## config.mk

```make
export PLATFORM = sky130hd
export DESIGN_NAME = psum_drain
export DESIGN_NICKNAME = d
export VERILOG_FILES = /design/src/rtl/corelet_pkg.sv /design/src/rtl/psum_drain.sv
export SDC_FILE = /design/constraint.sdc
export NUM_CORES = 1
export LEC_CHECK = 0
export ABC_AREA = 1
export CAP_MARGIN = 20
export CELL_PAD_IN_SITES_DETAIL_PLACEMENT = 1
export CELL_PAD_IN_SITES_GLOBAL_PLACEMENT = 2
export CORE_MARGIN = 4
export CORE_UTILIZATION = 21
export CTS_CLUSTER_SIZE = 40
export DETAILED_ROUTE_END_ITERATION = 8
export PLACE_DENSITY = 0.8
export SYNTH_ARGS = -nofsm -noshare
export SYNTH_HDL_FRONTEND = slang
export SYNTH_SLANG_ARGS = --single-unit
```

## constraint.sdc

```tcl
create_clock -name clk -period 1.9 [get_ports clk]
set_input_delay 0.38 -clock clk [delete_from_list [all_inputs] [get_ports clk]]
set_output_delay 0.38 -clock clk [all_outputs]
set_load 0.01 [all_outputs]
```

## src/rtl/corelet_pkg.sv

```systemverilog
// -----------------------------------------------------------------------------
// corelet_pkg
// Shared definitions for the corelet datapath blocks.
//   COL      : columns (lanes) per psum vector
//   PSUM_BW  : bits per psum lane
//   ADDR_W   : psum SRAM address width
//   drain_state_t : psum_drain controller states
//   psum_vec_t    : one full psum vector (COL lanes, lane 0 in the LSBs)
// -----------------------------------------------------------------------------
package corelet_pkg;

  localparam int COL     = 8;
  localparam int PSUM_BW = 16;
  localparam int ADDR_W  = 11;

  typedef enum logic [1:0] {
    IDLE  = 2'd0,
    DRAIN = 2'd1,
    FLUSH = 2'd2,
    DONE  = 2'd3
  } drain_state_t;

  typedef logic [PSUM_BW*COL-1:0] psum_vec_t;

endpackage

```

## src/rtl/psum_drain.sv

```systemverilog
// -----------------------------------------------------------------------------
// psum_drain
// Read-side controller for the corelet OFIFO. After an accepted start it pops
// num_vec psum vectors from the OFIFO and writes each one, unmodified, to the
// psum SRAM at consecutive addresses starting at base_addr (wrapping modulo
// 2^ADDR_W). A start/done handshake returns control to the sequencer.
//
// Ports
//   clk          in   rising-edge clock
//   reset        in   synchronous, active-low
//   start        in   1-cycle drain request, only honoured in IDLE
//   num_vec      in   vectors to drain (latched on accepted start)
//   base_addr    in   first SRAM address (latched on accepted start)
//   ofifo_valid  in   OFIFO holds at least one complete vector
//   ofifo_rd     out  pop request; data shows on psum_in the next cycle
//   psum_in      in   OFIFO output data
//   pmem_cen     out  SRAM chip enable, active-low
//   pmem_wen     out  SRAM write enable, active-low
//   pmem_addr    out  SRAM address
//   pmem_d       out  SRAM write data (holds last written vector when idle)
//   busy         out  high from the cycle after an accepted start until done
//   done         out  1-cycle pulse after the last SRAM write
//   checksum     out  only with PSUM_DRAIN_CHECKSUM_EN: XOR of every vector
//                     written since the last accepted start
//
// Optional feature macro: PSUM_DRAIN_CHECKSUM_EN
//
// Handshake: a pop happens in every cycle where ofifo_rd is high (the OFIFO
// must honour it, which it can since ofifo_rd implies ofifo_valid); the popped
// vector is presented on psum_in in the following cycle, and that same cycle
// is the SRAM write cycle (pmem_cen = pmem_wen = 0).
// -----------------------------------------------------------------------------
module psum_drain #(
  parameter int COL     = corelet_pkg::COL,
  parameter int PSUM_BW = corelet_pkg::PSUM_BW,
  parameter int ADDR_W  = corelet_pkg::ADDR_W
) (
  input  logic                   clk,
  input  logic                   reset,
  input  logic                   start,
  input  logic [ADDR_W-1:0]      num_vec,
  input  logic [ADDR_W-1:0]      base_addr,
  input  logic                   ofifo_valid,
  output logic                   ofifo_rd,
  input  logic [PSUM_BW*COL-1:0] psum_in,
  output logic                   pmem_cen,
  output logic                   pmem_wen,
  output logic [ADDR_W-1:0]      pmem_addr,
  output logic [PSUM_BW*COL-1:0] pmem_d,
  output logic                   busy,
  output logic                   done
`ifdef PSUM_DRAIN_CHECKSUM_EN
  ,
  output logic [PSUM_BW*COL-1:0] checksum
`endif
);

  import corelet_pkg::*;

  localparam int VW = PSUM_BW * COL;

  drain_state_t      state;
  logic [ADDR_W-1:0] num_q;
  logic [ADDR_W-1:0] rd_cnt;
  logic [ADDR_W-1:0] rd_nxt;
  logic [ADDR_W-1:0] wr_addr;
  logic              rd_q;
  logic [VW-1:0]     d_hold;
  logic              pop;
  logic              wr_fire;
  logic              accept;

  assign accept = (state == IDLE) && start;
  assign rd_nxt = rd_cnt + ADDR_W'(1);

  // Gated by reset so that a reset cycle never pops data that would then be
  // lost when the pipeline is cleared at the edge.
  assign pop = reset && (state == DRAIN) && ofifo_valid && (rd_cnt < num_q);

  // Write stage: the cycle after a pop. Reset drops an in-flight write.
  assign wr_fire = reset && rd_q;

  assign ofifo_rd  = pop;
  assign pmem_cen  = ~wr_fire;
  assign pmem_wen  = ~wr_fire;
  assign pmem_addr = wr_addr;
  // Lanes pass straight through: lane i of pmem_d is lane i of psum_in.
  assign pmem_d    = wr_fire ? psum_in : d_hold;
  assign busy      = (state == DRAIN) || (state == FLUSH);
  assign done      = (state == DONE);

  always_ff @(posedge clk) begin
    if (!reset) begin
      state   <= IDLE;
      num_q   <= '0;
      rd_cnt  <= '0;
      wr_addr <= '0;
      rd_q    <= 1'b0;
      d_hold  <= '0;
    end else begin
      rd_q <= pop;

      // Retire a write: keep its data on pmem_d and advance the address.
      // Never coincides with a start in IDLE, since the last write fires in
      // FLUSH and the FSM passes through DONE before IDLE.
      if (rd_q) begin
        d_hold  <= psum_in;
        wr_addr <= wr_addr + ADDR_W'(1);
      end

      case (state)
        IDLE: begin
          if (start) begin
            if (num_vec != '0) begin
              state   <= DRAIN;
              num_q   <= num_vec;
              rd_cnt  <= '0;
              wr_addr <= base_addr;
            end else begin
              state <= DONE;
            end
          end
        end
        DRAIN: begin
          if (pop) begin
            rd_cnt <= rd_nxt;
            if (rd_nxt == num_q) state <= FLUSH;
          end
        end
        // Last pop's write fires during this cycle.
        FLUSH:   state <= DONE;
        DONE:    state <= IDLE;
        default: state <= IDLE;
      endcase
    end
  end

`ifdef PSUM_DRAIN_CHECKSUM_EN
  // The final write retires on the FLUSH->DONE edge, so the value is already
  // complete when done pulses and holds until the next accepted start.
  always_ff @(posedge clk) begin
    if (!reset) begin
      checksum <= '0;
    end else if (accept) begin
      checksum <= '0;
    end else if (rd_q) begin
      checksum <= checksum ^ psum_in;
    end
  end
`endif

endmodule

```

==> results.tsv, run 1 <==
stage	metric	value	unit
run_status	status	finished, violations left	
run_status	violations	negative setup slack	
global_routing	grt_max_degree	72	
cells_and_area	fin_util	40.3	%
cells_and_area	syn2layout_area_growth	89.4	%
power	p_int	9.03	mW
place	dpl.hpwl	22700	um
clock_tree	cts_buffers	17	
worst_setup_path	regToRegStartpoint	num_q[8]	
cells_and_area	final_cell_mix	161 x clkdlybuf4s50_1, 160 x nand3_1, 152 x buf_4	
worst_setup_path	worstSetupStartpointType	register	
route	avgRoutedWirePerCell	16.6	um
route	drc	0	
sta	period_needed	2110	ps
power	p_comb_share	45.2	%
global_routing	grt.busiest_layer	met2	
floorplan	start_util	21.3	%
floorplan	io_pins	298	
sta	period_share	111	%
worst_setup_path	endpoint_kind	output pin	
synthesis	syn_inst	1179	
sta	rsz0062_at_grt	true	
synthesis	ys.flop_type	dfxtp_1	
sta	fin_skew	10.1	ps
sta	timing_hold_violations_final	0	
worst_setup_path	worstSetupPathType	reg -> out	
global_routing	grt.total_usage	15.6	%
sta	worst_slack	-212	ps
global_routing	grtUsageMet1	18.9	%
global_routing	grt_use_met2	26.0	%
synthesis	synth_edf_count	0	
floorplan	die_area	41300	sq um
place	dpl_cell_area	12500	sq um
synthesis	synth-simple-area-share	22.2	%
clock_tree	cts_tree	done	
synthesis	synth_mux_area_share	0	%
worst_setup_path	worst_ep_arrival_time	1730	ps
power	power_density	936	nW/um^2
synthesis	synth_area	8010	sq um
sta	final-setup-viol-count	117	
global_routing	grt_pass1_vias	9884	
sta	tightest_slew	839	ps
clock_tree	clock-root-buffer	clkbuf_16	
cells_and_area	fin_area	15200	sq um
place	routabilityCongestion	0.771	
cells_and_area	layout.nets	1804	
synthesis	synth_top_family_by_area	simple AND/OR/NAND/NOR gates	
route	via_per_inst	4.48	
synthesis	syn-mean-instance-area	6.79	sq um
sta	tns	-12480	ps
cells_and_area	final_common_cell	clkdlybuf4s50_1	
power	p_seq_share	30.4	%
worst_hold_path	min_from	d_hold[18]	
floorplan	core_region_area	37700	sq um
sta	fmaxAchievable	0.474	GHz
route	drtAntennaViolNets	0	
sta	timing.hold.ws	487	ps
cells_and_area	num-fill-cells	4550	
place	port-buffer-count	297	
synthesis	synth-seq-area-share	41.0	%
floorplan	die_height	203	um
worst_setup_path	cp.required	1520	ps
clock_tree	clkLatencyLatePin	440	ps
global_routing	use_met3	6.65	%
synthesis	synth_compound_area_share	21.3	%
clock_tree	ctsHtreeMaxLevel	4	
synthesis	yosysWarnings	0	
synthesis	synth_cell_types	33	
worst_setup_path	setup.worst_path.start	rd_q	
cells_and_area	final-seq-area	3320	sq um
power	switchingPower	5.17	mW
floorplan	die_w	203	um
sta	drv_slew	0	
global_routing	gr-total-overflow	0	
synthesis	synthAdderAreaFrac	2.66	%
run	cap_violations	0	
worst_setup_path	worst-path-max-fanout	9	
route	wirelength	35700	um
global_routing	grt_first_pass_wirelength	52300	um
cells_and_area	multi_input_area	4910	sq um
sta	relSlewSlack	44.0	%
worst_setup_path	rrSetupSlack	-30	ps
route	drt_iter0_markers	323	
clock_tree	cts.sinks	164	
power	swShare	36.4	%
power	power_frac_clock	24.4	%
global_routing	antenna_found_initial	2	
floorplan	rows	71	
synthesis	synth_xor_xnor_area_share	0.984	%
clock_tree	clk_path_buf_depth	2	
synthesis	ys_ff_latch	164	
clock_tree	clk_pin_slew_worst_paths	70	ps
cells_and_area	layout-drive-gt1-share	39.5	%
route	vias	9662	
power	ir_drop	0.000655	V
cells_and_area	num_antenna_cells	0	
route	firstDrtPassIters	4	
worst_hold_path	hp-class	reg -> reg	
power	p_leak	6.77	nW
synthesis	synthArstFlopShare	0	%
synthesis	syn_nets	1350	
==> power groups by stage <==
| stage | Combinational, mW | Clock (mW) | Sequential (mW) |
|---|---|---|---|
| floorplan | 2.24 | 0 | 4.28 |
| global placement | 4.74 | 0 | 4.24 |
| detailed placement | 4.84 | 0 | 4.27 |
| CTS | 5.09 | 3.60 | 4.21 |
| global route | 7.00 | 3.74 | 4.38 |
| finish | 6.41 | 3.47 | 4.32 |
==> synth_stat cells (all sizes together) (4+ instances only) <==
| cell type | n | share of area (%) |
|---|---|---|
| clkbuf | 70 | 3.3 |
| a21oi | 40 | 2.6 |
| dfxtp | 164 | 41 |
| nand3 | 164 | 10 |
| inv | 165 | 7.7 |
| nand4 | 5 | 0.39 |
| xnor2 | 4 | 0.44 |
| ha | 17 | 2.7 |
| buf | 13 | 0.92 |
| nor2 | 35 | 1.7 |
| xor2 | 5 | 0.55 |
| o21ai | 289 | 18 |
| nand2 | 197 | 9.3 |
==> final timing paths <==
kind                      to  cells past startpoint
hold reg to reg   d_hold[18]                      2
hold / removal    d_hold[18]                      2
setup / recovery  pmem_d[17]                      7
setup reg to reg   rd_cnt[9]                     12
==> sequential cells by signal (all words and copies together), names as in the netlist <==
name	count
rd_cnt	11
num_q	11
pmem_addr	11
d_hold	128
rd_q	1
state	2
==> final cells by class <==
cell class                      count  area share [%]
Timing Repair Buffer              518            33.7
Multi-Input combinational cell    767            32.3
Sequential cell                   164            21.9
Tap cell                          511            4.22
Inverter                          165            4.12
Clock buffer                       22            3.13
Clock inverter                     10           0.652
==> cell families after synthesis <==
group,count (synthesis)
XOR/XNOR,9
flip-flops,164
buffers and inverters,248
AND/OR/NAND/NOR,407
AO/OA/AOI/OAI,334
adder cells (fa/ha/maj),17
==> through the flow <==
step | setup WS, ps | std cells | total power, mW
after CTS | -362 | 2120 | 12.9
after global placement | -350 | 2044 | 8.98
after floorplan | 56.0 | 1179 | 6.52
after global routing | -307 | 2157 | 15.1
final | -212 | 2157 | 14.2
after detailed placement | -370 | 2044 | 9.11
==> worst max-delay path: stages (launching register included) <==
cell and delay (ps):
dfxtp_4 380, nand2_8 80, buf_12 160, buf_8 130
buf_4 130, buf_8 120, o21ai_2 120, buf_2 160
==> per-layer routing <==
layer  part of all wire [%]  vias to the layer above  routed length, um
met5                  0.095                        -                 34
met4                    1.3                        4                448
met3                    7.8                       26               2790
met2                     49                      223              17500
met1                     42                     4621              15000
li1                       -                     4788                  -
==> repair_timing <==
| action | in CTS | in global routing |
|---|---|---|
| gates resized for setup | 703 | 467 |
| gates cloned | 16 | 12 |
| hold buffers | 0 | 0 |
| pin swaps | 13 | 49 |
| setup buffers | 30 | 34 |
| endpoints found under the setup margin | 146 | 147 |
Note: power is estimated with default switching activity, not from simulation.
==> inputs of run 2 (changes only) <==
--- a/config.mk
+++ b/config.mk
@@ -14,6 +14,7 @@
 export CTS_CLUSTER_SIZE = 40
 export DETAILED_ROUTE_END_ITERATION = 8
 export PLACE_DENSITY = 0.8
+export SKIP_LAST_GASP = 1
 export SYNTH_ARGS = -nofsm -noshare
 export SYNTH_HDL_FRONTEND = slang
 export SYNTH_SLANG_ARGS = --single-unit
==> results.tsv, run 2 (same netlist as run 1, synthesis figures left out) <==
stage	metric	value	unit	change
run_status	status	finished, violations left		
run_status	violations	negative setup slack		
cells_and_area	final-instance-count-excl-fill	2201		+2.0%
sta	tightest_slew	852	ps	+12.6 ps
floorplan	core_region_area	37700	sq um	unchanged
cells_and_area	fin_area	15800	sq um	+4.1%
place	placed_cells	2044		unchanged
route	wirelength	37400	um	+4.6%
worst_setup_path	regToRegStartpoint	num_q[4]		
sta	drv_slew	0		unchanged
worst_setup_path	slowest_stage	dfxtp_2		
route	drt_iter0_markers	331		+2.5%
cells_and_area	top_register	d_hold		
clock_tree	clock-root-buffer	clkbuf_16		
place	dpl_cell_area	12500	sq um	unchanged
route	avgRoutedWirePerCell	17.0	um	+2.5%
worst_setup_path	worst-path-max-fanout	2		-7
global_routing	grt.total_usage	15.5	%	-0.074 points
sta	final-setup-viol-count	128		+9.4%
cells_and_area	num_antenna_cells	0		unchanged
route	drc	0		unchanged
floorplan	die_height	203	um	unchanged
clock_tree	cts_buffers	17		unchanged
global_routing	grt_first_pass_wirelength	52000	um	-0.66%
global_routing	grt_max_degree	72		unchanged
place	pre_cts_ws	-370	ps	unchanged
cells_and_area	final_common_cell	buf_4		
cells_and_area	syn2layout_area_growth	97.2	%	
power	power_density	890	nW/um^2	-4.9%
route	via_per_inst	4.50		+0.49%
cells_and_area	layout.nets	1848		+2.4%
worst_setup_path	path_cells	inv_1, ha_4, a21oi_2, o21ai_2, nand2_1, nand3_2, inv_1, clkdlybuf4s15_2		
place	routabilityCongestion	0.771		unchanged
sta	timing.hold.ws	485	ps	-1.10 ps
global_routing	grt_pass1_vias	9838		-0.47%
cells_and_area	final_cell_mix	172 x buf_4, 161 x nand3_1, 161 x clkdlybuf4s50_1		
worst_setup_path	worstSetupPathType	reg -> out		
floorplan	die_area	41300	sq um	unchanged
clock_tree	cts_tree	done		
power	p_leak	7.11	nW	+5.1%
worst_setup_path	setup.worst_path.start	num_q[4]		
route	vias	9907		+2.5%
clock_tree	clkLatencyLatePin	440	ps	about the same
global_routing	gr-total-overflow	0		unchanged
sta	rsz0062_at_grt	true		
sta	relSlewSlack	43.2	%	-0.84 points
worst_setup_path	worstSetupStartpointType	register		
clock_tree	clk_path_buf_depth	2		unchanged
sta	timing_hold_violations_final	0		unchanged
route	drtAntennaViolNets	0		unchanged
floorplan	rows	71		unchanged
cells_and_area	largest_reg_flops	128		unchanged
global_routing	antenna_found_initial	2		unchanged
cells_and_area	layout-drive-gt1-share	40.0	%	+0.51 points
place	dpl.hpwl	22700	um	unchanged
worst_setup_path	worst_ep_arrival_time	1820	ps	+90 ps
floorplan	io_pins	298		unchanged
worst_hold_path	hp-class	reg -> reg		
clock_tree	cts.sinks	164		unchanged
floorplan	start_util	21.3	%	unchanged
route	firstDrtPassIters	4		unchanged
worst_hold_path	min_from	d_hold[79]		
floorplan	die_w	203	um	unchanged
worst_setup_path	path_common_cell	inv_1		
sta	worst_slack	-298	ps	-85.8 ps
cells_and_area	fin_util	41.9	%	+1.7 points
power	ir_drop	0.000648	V	-1.0%
run	cap_violations	0		unchanged
clock_tree	ctsHtreeMaxLevel	4		unchanged
sta	fmaxAchievable	0.455	GHz	-3.9%
worst_setup_path	endpoint_kind	output pin		
clock_tree	clk_pin_slew_worst_paths	70	ps	about the same
place	port-buffer-count	297		unchanged
sta	period_share	116	%	+4.5 points
sta	fin_skew	8.83	ps	-1.30 ps
sta	period_needed	2200	ps	+85.8 ps
worst_setup_path	rrSetupSlack	-80	ps	-50 ps
worst_setup_path	max_stage_delay	320	ps	-60 ps
worst_setup_path	cp.required	1520	ps	about the same
clock_tree	ctsHoldBuffers	0		unchanged
==> run 2: cell type report <==
class | count | area (sq um)
multi-input cells | 767 | 4940
clock inverters | 10 | 98.8
repair buffers | 562 | 5710
clock buffers | 22 | 474
fillers | 4489 | 21900
flip-flops and latches | 164 | 3310
well taps | 511 | 639
inverters | 165 | 622
==> run 2: repair_timing <==
item,CTS,global route
gates cloned,16,22
setup endpoints to repair,146,149
gates resized for setup,540,644
buffers inserted,30,71
pin swaps,13,41
==> run 2: stage by stage <==
stage,power [mW],TNS (ps)
2_1_floorplan,6.52,0
3_3_place_gp,8.98,-31560
3_5_place_dp,9.11,-35730
4_1_cts,12.9,-30420
5_1_grt,15.0,-30370
6_report,14.1,-17830
==> run 2: path summary, 6_finish.rpt <==
kind	cells past startpoint	end
worst max-delay path	8	ofifo_rd
worst min-delay path	2	d_hold[79]
worst max register to register	12	rd_cnt[9]
worst min register to register	2	d_hold[79]
==> run 2: routing by layer <==
layer	vias to the layer above	wire length [um]	global-route usage, %
li1	4882	-	-
met1	4769	15700	18.9
met2	225	18400	25.7
met3	27	2780	6.69
met4	4	473	3.25
met5	-	15	0
==> run 2: critical path, delay by kind of cell (launching register included) <==
kind                     cells  cell delay [ps]
adder cells (fa/ha/maj)      1              220
buffers and inverters        3              430
AO/OA/AOI/OAI                2              230
AND/OR/NAND/NOR              2              180
flip-flops                   1              320
==> run 2: where the power goes <==
| group | leakage, nW | total, mW | switching, mW | internal (mW) |
|---|---|---|---|---|
| Clock | 0.277 | 3.48 | 1.56 | 1.92 |
| Sequential | 1.34 | 4.29 | 0.362 | 3.93 |
| Combinational | 5.49 | 6.29 | 3.13 | 3.16 |
